$ cat src/rtl/pipelined_math_pkg.sv
// Shared elaboration-time helpers for the chunked pipelined adder and its output deskew stage.
package pipelined_math_pkg;

  function automatic int unsigned ceil_division(input int unsigned a, input int unsigned b);
    return (a + b - 1) / b;
  endfunction

  function automatic int unsigned min(input int unsigned a, input int unsigned b);
    return (a < b) ? a : b;
  endfunction

  // Cycles from chunk 0 leaving the adder until its top carry is available.
  function automatic int unsigned deskew_latency(input int unsigned width, input int unsigned chunk);
    int unsigned extra;
    extra = ((width % chunk) == 0) ? 1 : 0;
    return ceil_division(width, chunk) - 1 + extra;
  endfunction

endpackage

$ cat src/rtl/adder_deskew_delay_line.sv
// Enable-gated shift register of DEPTH stages; DEPTH=0 degenerates to a wire.
module delay_line #(
  parameter int unsigned DEPTH = 1,
  parameter int unsigned W     = 1,
  localparam int unsigned SW   = (DEPTH > 0) ? DEPTH : 1
) (
  input  logic          clk,
  input  logic          rst,
  input  logic          en,
  input  logic [W-1:0]  d,
  output logic [W-1:0]  q,
  output logic [SW-1:0] stages
);

  if (DEPTH == 0) begin : g_wire
    logic unused_ctrl;
    assign unused_ctrl = clk ^ rst ^ en;
    assign q      = d;
    assign stages = '0;
  end else begin : g_regs
    logic [W-1:0] stage_q [DEPTH];
    logic [W-1:0] stage_d [DEPTH];

    always_comb begin
      stage_d[0] = d;
      for (int unsigned k = 1; k < DEPTH; k++) begin
        stage_d[k] = stage_q[k-1];
      end
    end

    always_ff @(posedge clk or negedge rst) begin
      if (!rst) begin
        for (int unsigned k = 0; k < DEPTH; k++) begin
          stage_q[k] <= '0;
        end
      end else if (en) begin
        for (int unsigned k = 0; k < DEPTH; k++) begin
          stage_q[k] <= stage_d[k];
        end
      end
    end

    assign q = stage_q[DEPTH-1];

    // Per-stage occupancy, used as in-flight flags on the valid line.
    always_comb begin
      stages = '0;
      for (int unsigned k = 0; k < DEPTH; k++) begin
        stages[k] = |stage_q[k];
      end
    end
  end

endmodule

$ cat src/rtl/adder_deskew.sv
// Realigns the skewed chunk outputs of the pipelined adder into one WIDTH+1-bit word with a valid flag.
module adder_deskew
  import pipelined_math_pkg::*;
#(
  parameter int unsigned WIDTH = 8,
  parameter int unsigned CHUNK = 4
) (
  input  logic           clk,
  input  logic           rst,
  input  logic           en,
  input  logic           in_valid,
  input  logic [WIDTH:0] sum,
  output logic [WIDTH:0] out,
  output logic           out_valid,
  output logic           busy
);

  localparam int unsigned N   = ceil_division(WIDTH, CHUNK);
  localparam int unsigned L   = deskew_latency(WIDTH, CHUNK);
  localparam int unsigned VSW = (L > 0) ? L : 1;

  logic [VSW-1:0] valid_stages;

  // Chunk i arrives i cycles late, so it waits L-i cycles to line up with the top carry.
  for (genvar i = 0; i < N; i++) begin : g_chunk
    localparam int unsigned LB    = i * CHUNK;
    localparam int unsigned CW    = min(CHUNK, WIDTH - LB);
    localparam int unsigned DEPTH = L - i;
    localparam int unsigned SW    = (DEPTH > 0) ? DEPTH : 1;

    logic [SW-1:0] unused_stages;

    delay_line #(
      .DEPTH (DEPTH),
      .W     (CW)
    ) u_chunk_dl (
      .clk    (clk),
      .rst    (rst),
      .en     (en),
      .d      (sum[LB +: CW]),
      .q      (out[LB +: CW]),
      .stages (unused_stages)
    );
  end

  assign out[WIDTH] = sum[WIDTH];

  delay_line #(
    .DEPTH (L),
    .W     (1)
  ) u_valid_dl (
    .clk    (clk),
    .rst    (rst),
    .en     (en),
    .d      (in_valid),
    .q      (out_valid),
    .stages (valid_stages)
  );

  assign busy = |valid_stages;

endmodule

$ cat config.mk
export PLATFORM = sky130hd
export DESIGN_NAME = adder_deskew
export DESIGN_NICKNAME = d
export VERILOG_FILES = /design/src/rtl/pipelined_math_pkg.sv /design/src/rtl/adder_deskew_delay_line.sv /design/src/rtl/adder_deskew.sv
export SDC_FILE = /design/constraint.sdc
export NUM_CORES = 1
export LEC_CHECK = 0
export BUFFER_PORTS_ARGS = -buffer_cell sky130_fd_sc_hd__buf_2
export CORE_MARGIN = 4
export CORE_UTILIZATION = 39
export DETAILED_ROUTE_END_ITERATION = 16
export GPL_ROUTABILITY_DRIVEN = 0
export PLACE_DENSITY = 0.77
export SETUP_SLACK_MARGIN = 0.05
export SKIP_LAST_GASP = 1
export SLEW_MARGIN = 15
export SYNTH_ARGS = -nofsm -noshare
export SYNTH_HDL_FRONTEND = slang
export SYNTH_HIERARCHICAL = 1
export SYNTH_SLANG_ARGS = --single-unit
$ cat constraint.sdc
create_clock -name clk -period 0.8 [get_ports clk]
set_input_delay 0.04 -clock clk [delete_from_list [all_inputs] [get_ports clk]]
set_output_delay 0.04 -clock clk [all_outputs]
set_load 0.02 [all_outputs]
==> impl_metrics.ini <==
[die]
start_util_pct = 41.1
io_pins = 24
die-height_um = 45.0
chipWidth_um = 45.0
core_um2 = 1300
rows = 13
dieArea_um2 = 2030

[route]
drtIter0Drc = 1
ant_nets = 0
drtPass1Iterations = 2
via_per_inst = 4.63
wirelength_mm = 1.04
route.detailed.drc = 0
vias = 333
wl_per_cell_um = 14.4

[clocking]
cts_tree = built
clkLatencyLatePin_ns = 0.27
root_buffer = clkbuf_4
postCtsHoldBufs = 1
h-tree-depth = 1
cts_made_buffers = 3
cts_sinks = 14
path_clk_slew_ns = 0.08
clockBufferDepth = 2

[placed_design]
dp_cells = 65
place_ws_ns = -0.0304
placed_area_um2 = 656
port_buffers = 21

[final_layout]
area_growth_syn_to_layout_pct = 44.7
fillerInstances = 102
layout-drive-gt1-share_pct = 87.7
finalNetCount = 71
stdcell_count = 72
design_area_um2 = 773
num_antenna_cells = 0

[timing]
tns_ns = -1.10
hold_viol = 4
slew-limit-headroom_pct = 78.7
finalSetupViolCount = 13
rsz0062_at_grt = true
worst_pin_slew_ns = 0.320
whs_ns = -0.00879
fmax_ghz = 0.931
fin_crit_sh_pct = 134
fin_crit_ns = 1.07
layout_setup_ws_ns = -0.274
fin_worst_skew_ns = 0.00723
slew_viol_final = 0

[job]
max_cap_viol_count = 0

[critical_path]
crit_arrival_ns = 1.03
crit_path_end_kind = primary output
cp.required_ns = 0.76
path_delay_family = flip-flops
slowest_delay_ns = 0.41
crit_path_start_kind = flip-flop
crit_chain = or2_4, buf_6
crit_fanout = 2
critPathSlowestCell = dfrtp_2
crit_buf_inv = 1
worst-setup-path-type = reg -> out

[yosys]
yosys_warnings = 6
netlist_instances = 32
synth_area_per_cell_um2 = 16.7
synth_area_um2 = 534
synth_nets = 45

[global_routing]
grt_first_pass_wirelength_mm = 1.59
antenna_found_initial = 0
grt_pass1_vias = 373
grt_overflow = 0
grtUsageTotal_pct = 11.7
grt_start_max_net_pins = 15

[power_and_ir_drop]
pwr_density_cell_nw_per_um2 = 2160
leakagePower_nw = 0.354
ir_drop_uv = 1550

[run_status]
run_status = finished with violations
violations = negative hold slack, negative setup slack

[worst_hold_path]
min_path_type = in -> reg
-- state kept, by name, indices dropped and copies added (netlist names) --
register,flops
u_valid_dl/stages,1
g_chunk.u_chunk_dl/g_regs.stage_d,4
u_valid_dl/q,1
g_chunk.u_chunk_dl/q,8
-- report_power, final --
group	leakage [nW]	total, W	switching (W)	internal (W)
sequential	0.155	0.000852	0.0000512	0.000801
clock	0.0150	0.000403	0.000209	0.000193
combinational	0.185	0.000414	0.000172	0.000241
-- worst paths after layout --
check,endpoint,start,cells after the start,slack (ns)
hold reg to reg,g_chunk[0].u_chunk_dl/q[0]$_DFFE_PN0P_,g_chunk[0].u_chunk_dl/g_regs.stage_d[0]$_DFFE_PN0P_,1,0.50
max in group asynchronous,g_chunk[0].u_chunk_dl/q[3]$_DFFE_PN0P_,rst,2,0.34
hold / removal,g_chunk[1].u_chunk_dl/q[3]$_DFFE_PN0P_,sum[7],2,-0.009
setup reg to reg,u_valid_dl/q$_DFFE_PN0P_,u_valid_dl/q$_DFFE_PN0P_,2,-0.10
min in group asynchronous,u_valid_dl/stages[0]$_DFFE_PN0P_,rst,2,0.20
setup / recovery,busy,u_valid_dl/q$_DFFE_PN0P_,2,-0.27
-- placed cells by master (no fill, tap or decap) --
cell           count
dlygate4sd3_1      1
clkbuf_1           1
buf_6             10
buf_2             11
buf_4              2
dfrtp_2            9
or2_4              1
mux2_2            12
dfrtp_1            5
clkbuf_4           3
mux2_4             2
-- final cells by class --
cell class	instances	area, µm²	share of cell area (%)
repair buffers	24	193	24.9
flip-flops and latches	14	362	46.8
clock buffers	4	26.3	3.40
multi-input cells	15	174	22.5
well taps	15	18.8	2.43
-- per-stage QoR --
stage | total power (W) | hold WS, ns | utilization [%]
2_1_floorplan | 0.00106 | -0.256 | -
3_3_place_gp | 0.00115 | -0.0536 | 50.4
3_5_place_dp | 0.00116 | -0.0538 | 50.4
4_1_cts | 0.00168 | -0.0151 | 59.1
5_1_grt | 0.00177 | -0.0214 | 59.4
6_report | 0.00167 | -0.00879 | 59.4
-- routing by layer --
layer  GRT usage [%]  up-vias  share of wire, %
met5               0        -                 0
met4            3.51        0                 0
met2            19.5       23                47
li1                -      158                 -
met1            11.7      152                40
met3            7.97        0                12
-- timing repair --
action / 4_1_cts / 5_1_grt
pin swaps: 0 / 0
endpoints found under the hold margin: 21 / 8
endpoints found under the setup margin: 20 / 23
resized for setup: 20 / 1
buffers inserted: 2 / 1
Note: power is estimated with default switching activity, not from simulation.
